===== src/rtl/pipe_stage_buffer.sv =====
// Pipeline stage register with a 2-entry skid buffer, registered ready, flush and stall counter.
// state | meaning
// EMPTY | no payload held; valid_o=0, ready_o=1
// ONE   | main holds the head payload; valid_o=1, ready_o=1
// FULL  | main holds the head, skid holds the next; valid_o=1, ready_o=0
module pipe_stage_buffer #(
  parameter int               WIDTH  = 32,
  parameter logic [WIDTH-1:0] BUBBLE = '0,
  parameter int               CNT_W  = 16
) (
  input  logic             clk_i,
  input  logic             rst_i,
  input  logic             flush_i,
  input  logic             valid_i,
  output logic             ready_o,
  input  logic [WIDTH-1:0] data_i,
  output logic             valid_o,
  input  logic             ready_i,
  output logic [WIDTH-1:0] data_o,
  output logic [CNT_W-1:0] stall_cnt_o
);

  typedef enum logic [1:0] {
    EMPTY = 2'd0,
    ONE   = 2'd1,
    FULL  = 2'd2
  } state_t;

  state_t           state_q, state_d;
  logic [WIDTH-1:0] main_q, main_d;
  logic [WIDTH-1:0] skid_q, skid_d;
  logic [CNT_W-1:0] cnt_q, cnt_d;
  logic             in_xfer;
  logic             out_xfer;

  assign valid_o     = (state_q != EMPTY);
  assign ready_o     = (state_q != FULL);
  assign data_o      = valid_o ? main_q : BUBBLE;
  assign stall_cnt_o = cnt_q;

  assign in_xfer  = valid_i & ready_o;
  assign out_xfer = valid_o & ready_i;

  always_comb begin
    state_d = state_q;
    main_d  = main_q;
    skid_d  = skid_q;
    case (state_q)
      EMPTY: begin
        if (in_xfer) begin
          main_d  = data_i;
          state_d = ONE;
        end
      end
      ONE: begin
        if (in_xfer && out_xfer) begin
          main_d = data_i;
        end else if (in_xfer) begin
          skid_d  = data_i;
          state_d = FULL;
        end else if (out_xfer) begin
          main_d  = BUBBLE;
          state_d = EMPTY;
        end
      end
      FULL: begin
        if (ready_i) begin
          main_d  = skid_q;
          skid_d  = BUBBLE;
          state_d = ONE;
        end
      end
      default: begin
        main_d  = BUBBLE;
        skid_d  = BUBBLE;
        state_d = EMPTY;
      end
    endcase
    // Squash overrides any handshake; the pop still completes for downstream this cycle.
    if (flush_i) begin
      main_d  = BUBBLE;
      skid_d  = BUBBLE;
      state_d = EMPTY;
    end
  end

  always_comb begin
    cnt_d = cnt_q;
    if (valid_o && !ready_i && (cnt_q != {CNT_W{1'b1}})) begin
      cnt_d = cnt_q + CNT_W'(1);
    end
  end

  always_ff @(posedge clk_i) begin
    if (!rst_i) begin
      state_q <= EMPTY;
      main_q  <= BUBBLE;
      skid_q  <= BUBBLE;
      cnt_q   <= '0;
    end else begin
      state_q <= state_d;
      main_q  <= main_d;
      skid_q  <= skid_d;
      cnt_q   <= cnt_d;
    end
  end

endmodule


===== config.mk =====
export PLATFORM = sky130hd
export DESIGN_NAME = pipe_stage_buffer
export DESIGN_NICKNAME = d
export VERILOG_FILES = /design/src/rtl/pipe_stage_buffer.sv
export SDC_FILE = /design/constraint.sdc
export NUM_CORES = 1
export LEC_CHECK = 0
export CORE_MARGIN = 4
export CORE_UTILIZATION = 55
export DETAILED_ROUTE_END_ITERATION = 10
export MAX_ROUTING_LAYER = met4
export PLACE_DENSITY = 0.85
export RECOVER_POWER = 50
export SETUP_SLACK_MARGIN = 0.5
export SYNTH_ARGS = -nofsm -noshare
export SYNTH_HDL_FRONTEND = slang
export SYNTH_SLANG_ARGS = --single-unit

===== constraint.sdc =====
create_clock -name clk_i -period 3.7 [get_ports clk_i]
set_input_delay 0.74 -clock clk_i [delete_from_list [all_inputs] [get_ports clk_i]]
set_output_delay 0.74 -clock clk_i [all_outputs]
set_load 0.02 [all_outputs]

Word level (Yosys, flattened, before mapping)
Cells that the tools add are included.
- bits in registers: 82
- input port bits: 37
- output and inout bits: 50
- word-level logic and storage cells: 46
- add/sub/neg operators: 1
- eq/ne operators: 11
- mux-type cells: 16
- bitwise operators: 4
- reduce and logical (&&, ||, !) cells: 10
- operators with widths (cell ; number):
    32-bit 2-to-1 mux ; 8
    32-bit case mux with 3 select lines ; 2
    16-bit by 1-bit adder with 16-bit output, second input constant ; 1
    16-bit inequality test, second input constant ; 1
    4-bit AND reduction ; 3
    2-bit 2-to-1 mux ; 5
    2-bit inequality test, second input constant ; 5
    3-bit inequality test, second input constant ; 3
    2-bit case mux with 3 select lines ; 1
    1-bit logical AND ; 3
    1-bit bitwise AND ; 2
    2-bit by 1-bit equality test with 1-bit output, second input constant ; 1
    2-bit equality test, second input constant ; 1
    2-bit zero test ; 1
    1-bit inverter ; 2
    2-bit nonzero test ; 1
    2-bit OR reduction ; 1
    1-bit zero test ; 1

Logic depth before layout (Yosys ltp)
Gate-level depths: netlist (run 1).
- word-level depth: 6
- depth in mapped cells: 7
- mapped depth without buffers: 5

Worst setup path before layout (run 1)
No wires, ideal clock.
- kind: register -> register
- start point: register cnt_q[0], in the netlist stall_cnt_o[0]
- end point: register cnt_q[14], in the netlist stall_cnt_o[14]
- setup time: 0.070 ns
- arrival: 2.018 ns
- required time: 3.630 ns
- path slack: 1.611 ns
- cell stages (with the launch flop): 7
- path buffers: 1
- clock period less this slack: 2.089 ns
- cell sequence: dfxtp_1 ha_1 nand4_2 or4_1 buf_2 or4_1 a21oi_1
- word-level cells in the longest chain between the ends: 2
- elaborated cells between the ends (all ways): 3
- those cells by class: add/sub: 1; eq/ne: 1; reduce/logical: 1
- ends and longest elaborated chain (what ; line ; RTL):
    from (decl) ; 32 ; logic [CNT_W-1:0] cnt_q, cnt_d;
    from (signal assigned) ; 104 ; cnt_q <= cnt_d;
    branches (longest 2 deep; another with 16-bit by 1-bit adder with 16-bit output) ; n/a ;
Parallel ways; which one is timed is not known.
A chain may end at the register's enable or synchronous reset.

Worst setup path after layout (run 1)
- start point: input port rst_i
- end point: register skid_q[31]
- word-level cells in the longest chain between the ends: 2
- ends and longest elaborated chain (what ; line ; RTL):
    from (decl) ; 12 ; input logic rst_i,
    1-bit inverter (no line) ; n/a ;
    2-bit OR reduction (no line) ; n/a ;
    to (signal assigned) ; 103 ; skid_q <= skid_d;
    to (decl) ; 31 ; logic [WIDTH-1:0] skid_q, skid_d;
No other way between the ends.

==> results.json, run 1 <==
{
  "grtUsageMet1_pct": 28.7,
  "power_density_mw_per_mm2": 332,
  "worst_clock_skew_ns": 0.00930,
  "required_ns": 3.89,
  "clock_sinks": 82,
  "hold_viol": 0,
  "drv_slew": 0,
  "cp-end-kind": "flop",
  "grt_pass1_wl_mm": 16.5,
  "dieArea_sq_mm": 0.00888,
  "die_y_um": 94.3,
  "syn_inst": 503,
  "start_util_pct": 56.4,
  "hp-class": "reg2reg",
  "dr.pass1.iters": 5,
  "tightest_slew_ns": 1.28,
  "place_area_sq_mm": 0.00501,
  "fmax_ghz": 0.324,
  "num_vias": 3790,
  "cp_max_fo": 30,
  "crit_start": "rst_i",
  "row_count": 31,
  "yosys-top-cells-area": "dfxtp_1 (40%), mux2_2 (9.1%), o32ai_1 (6.8%)",
  "synth_edf_count": 0,
  "clock_path_buffers": 2,
  "yosys_warnings": 0,
  "arrival_ns": 3.27,
  "antenna_left": 0,
  "status": "finished, final reports clean",
  "avgSynthCellArea_sq_um": 8.14,
  "synth_top_area_cell": "dfxtp_1",
  "gp_congestion": 0.825,
  "dp_hpwl_mm": 6.83,
  "syn2layout_area_growth_pct": 26.3,
  "final_cell_area_sq_mm": 0.00517,
  "synth_top_area_share_pct": 40.1,
  "post_cts_buffers": 0,
  "coreArea_sq_mm": 0.00725,
  "layout_common_cells": "dfxtp_1 (82), clkdlybuf4s50_1 (68), inv_1 (67), nor2_1 (67), nand2_1 (41)",
  "via_per_inst": 5.61,
  "io_buffers": 86,
  "top_usage_layer": "met2",
  "post_cts_resized": 0,
  "relSlewSlack_pct": 13.7,
  "htree_levels": 3,
  "fin_crit_sh_pct": 83.3,
  "drt_drc_violations_left": 0,
  "grt_max_degree": 40,
  "async_reset_ff_share_pct": 0,
  "die_w_um": 94.3,
  "fin_nets": 610,
  "gr-total-overflow": 0,
  "root_buffer": "clkbuf_8",
  "use_met3_pct": 3.93,
  "path_class": "in2reg",
  "final_layout_size_suffix_gt1_share_pct": 10.2,
  "wl_mm": 10.1,
  "synth-seq-cells": 82,
  "fin_crit_ns": 3.08,
  "rsz0062_at_grt": "false",
  "reg2reg_from": "state_q[1]",
  "ys.flop_type": "dfxtp_1",
  "cts_tree": "yes",
  "rrSetupSlack_ns": 1.07,
  "path_clk_slew_ns": 0.08,
  "min_from": "stall_cnt_o[15]",
  "power_w": 0.00171,
  "drt_iter0_drc": 174,
  "synthesis.nets": 541,
  "synthDistinctLibCells": 38,
  "seq_area_frac_synth_pct": 40.1,
  "finalSetupViolCount": 0,
  "drv_cap": 0,
  "met2_usage_pct": 39.5,
  "post_drt_wl_per_cell_um": 15.0,
  "n_antenna_cell": 0,
  "grt_use_total_pct": 23.9,
  "hold_buffers": 0,
  "irDropWorstVdd_mv": 0.243,
  "insertion_delay_ns": 0.35,
  "antenna_found_initial": 0,
  "cts_buffers": 9,
  "layout_commonest_cell": "dfxtp_1",
  "finalSetupTns_ns": 0,
  "start_kind": "input pin",
  "grt_pass1_vias": 3649,
  "syn_area_sq_mm": 0.00409,
  "io_pins": 87,
  "leakage_nw": 1.81
}
==> cells in the mapped netlist (4+ instances only) <==
cell type   n
nand3_1     5
nor3_1      5
mux2i_1     4
nand2_1    41
inv_1      67
mux2_2     33
nand2b_1    4
a22oi_1    32
nor2b_1    33
or4_1       7
nand4_1     5
dfxtp_1    82
clkbuf_1   33
o31ai_1     6
a21oi_1    12
buf_2       5
nor2_1     67
or3_1       4
o32ai_1    32
o21ai_0     4
==> layer usage <==
metal,vias up,part of all wire [%]
met2,121,49
met4,0,1.7
met1,1801,44
met5,-,0
met3,17,5.8
li1,1851,-
==> critical path, stage by stage <==
cell and delay (ns):
dlygate4sd3_1 0.68, nand2b_1 0.91, clkbuf_1 0.80, nor2_1 0.14
==> per-stage QoR <==
step	std cells	setup WS (ns)	hold WS, ns	util (%)
2_1_floorplan	503	1.61	0.458	-
3_3_place_gp	660	0.820	0.475	69.1
3_5_place_dp	660	0.718	0.489	69.1
4_1_cts	675	0.651	0.507	71.5
5_1_grt	675	0.442	0.541	71.3
6_report	675	0.618	0.497	71.3
==> state kept, by name, summed over array words and instances (netlist names) <==
| signal | cells |
|---|---|
| stall_cnt_o | 16 |
| state_q | 2 |
| main_q | 32 |
| skid_q | 32 |
==> power by group <==
part	total, W	internal [W]	switching [W]	leakage [nW]
clock	0.000591	0.000277	0.000314	0.0855
combinational	0.000218	0.000100	0.000118	1.06
sequential	0.000906	0.000897	0.00000929	0.663
total	0.00171	0.00127	0.000441	1.81
==> path summary, 6_finish.rpt <==
kind | end | depth (start not counted)
max | skid_q[31] | 4
min | stall_cnt_o[15] | 2
max reg2reg | main_q[26] | 5
min reg2reg | stall_cnt_o[15] | 2
==> area by class of cell <==
class	count	area [sq um]
Multi-Input combinational cell	315	2050
Tap cell	99	124
Timing Repair Buffer	97	936
Sequential cell	82	1640
Inverter	67	251
Fill cell	599	2080
Clock inverter	2	12.5
Clock buffer	13	159
==> cell families after synthesis <==
family	count (synthesis)	synth area share, %
and+or+nand+nor	181	21.6
buffers and inverters	106	10.1
AOI/OAI and AO/OA	96	17.9
adders and majority gates	1	0.306
muxes	37	10.1
DFF	82	40.1
Note: power is estimated with default switching activity, not from simulation.
==> run 2, diff against run 1 <==
Settings changed: CORE_UTILIZATION 55 to 46, PLACE_DENSITY 0.85 to 0.76.
Clock period 3.7 ns to 2.5 ns, I/O delays scaled along.
==> run 2 against run 1 <==
- hold slack worse by 0.00057 ns
- largest cell class unchanged
- critical path type is now reg2out
- highest routed layer unchanged
- critical path depth stayed put
- via count is 0.53% higher
==> results.json, run 2 (synthesis gave the netlist of run 1 again) <==
{
  "finalSetupTns_ns": 0,
  "path_class": "reg2out",
  "gp_congestion": 0.799,
  "worst_clock_skew_ns": 0.00924,
  "status": "finished, final reports clean",
  "die_w_um": 102,
  "drv_cap": 0,
  "place_area_sq_mm": 0.00508,
  "required_ns": 2.00,
  "n_antenna_cell": 0,
  "reg2reg_from": "state_q[0]",
  "rrSetupSlack_ns": 0.35,
  "rr_worst_depth": 7,
  "root_buffer": "clkbuf_8",
  "start_kind": "flop",
  "layout_common_cells": "dfxtp_1 (79), nor2_1 (68), inv_1 (67)",
  "io_pins": 87,
  "start_util_pct": 47.2,
  "rsz0062_at_grt": "true",
  "cts_tree": "yes",
  "gr-total-overflow": 0,
  "grt_pass1_vias": 3563,
  "power_density_mw_per_mm2": 486,
  "min_from": "stall_cnt_o[15]",
  "hold_viol": 0,
  "holdPathStages": 2,
  "drv_slew": 0,
  "timing.rr.end": "main_q[2]",
  "antenna_left": 0,
  "final_layout_size_suffix_gt1_share_pct": 14.8,
  "wl_mm": 10.8,
  "insertion_delay_ns": 0.35,
  "path_clk_slew_ns": 0.08,
  "fillers": 806,
  "via_per_inst": 5.49,
  "cp-end-kind": "output port",
  "fin_crit_ns": 2.23,
  "tightest_slew_ns": 0.827,
  "drt_drc_violations_left": 0,
  "cts_buffers": 9,
  "multi_input_area_sq_mm": 0.00209,
  "dp_hpwl_mm": 6.60,
  "grt_use_total_pct": 21.3,
  "dieArea_sq_mm": 0.0105,
  "leakage_nw": 1.94,
  "final_cells": 694,
  "fmax_ghz": 0.448,
  "arrival_ns": 1.73,
  "hold_path_end": "stall_cnt_o[15]",
  "grt_max_degree": 67,
  "irDropWorstVdd_mv": 0.275,
  "finalSetupViolCount": 0,
  "clock_path_buffers": 2,
  "num_vias": 3810,
  "fin_nets": 619,
  "ff_latch_area_sq_mm": 0.00165,
  "coreArea_sq_mm": 0.00868,
  "antenna_found_initial": 0,
  "clock_sinks": 82,
  "htree_levels": 3,
  "drt_iter0_drc": 253,
  "syn2layout_area_growth_pct": 27.7,
  "grt_pass1_wl_mm": 17.2,
  "fin_crit_sh_pct": 89.2,
  "io_buffers": 86,
  "row_count": 34,
  "dr.pass1.iters": 6,
  "hp-class": "reg2reg",
  "post_drt_wl_per_cell_um": 15.5,
  "relSlewSlack_pct": 44.9,
  "final_cell_area_sq_mm": 0.00523,
  "layout_commonest_cell": "dfxtp_1",
  "cp_max_fo": 5,
  "die_y_um": 102,
  "placedCellCount": 671,
  "hold_buffers": 0
}
## run 2: repair_timing
action	in CTS	in global routing
endpoints found under the setup margin	71	48
pin swaps	3	3
gates resized for setup	41	48
hold endpoints to repair	0	0
gates cloned	1	1
buffers inserted	4	1
## run 2: layout make-up
| cell class | instances | share of cell area [%] |
|---|---|---|
| clock inverters | 5 | 0.574 |
| flip-flops and latches | 82 | 31.6 |
| repair buffers | 104 | 17.8 |
| well taps | 108 | 2.58 |
| inverters | 67 | 4.81 |
| clock buffers | 11 | 2.70 |
| multi-input cells | 317 | 40.0 |
## run 2: worst max-delay path by stage
stage	from	to	slack, ns	cells after the start
final	state_q[1]	data_o[21]	0.27	4
after global routing	state_q[0]	main_q[4]	0.18	7
after CTS	state_q[0]	data_o[29]	0.28	3
after detailed placement	ready_i	main_q[2]	0.08	5
after global placement	ready_i	stall_cnt_o[11]	0.16	5
after floorplan	stall_cnt_o[0]	stall_cnt_o[14]	0.52	6
## run 2: layer usage
metal	vias to the layer above	wire [um]	global-route usage (%)
li1	1875	-	-
met1	1786	4740	27.4
met2	129	5140	33.1
met3	20	697	4.30
met4	0	212	7.97
met5	-	0	-
## run 2: worst max-delay path, stage by stage (launching register included)
cell             delay [ns]
dfxtp_4                0.39
nor2_1                 0.44
buf_4                  0.23
nor2b_1                0.05
clkdlybuf4s15_1        0.28
## run 2: where the power goes
part / switching (W) / internal (W)
clock network: 0.000474 / 0.000383
logic: 0.000183 / 0.000164
registers: 0.0000135 / 0.00133
## run 2: per-stage QoR
step                setup WS, ns  hold slack, ns  util (%)  total power [W]
floorplan                  0.520           0.458         -          0.00157
global route               0.183           0.519      60.2          0.00265
CTS                        0.276           0.499      61.4          0.00257
finish                     0.269           0.496      60.2          0.00254
global placement           0.155           0.473      58.5          0.00170
detailed placement        0.0844           0.486      58.5          0.00171
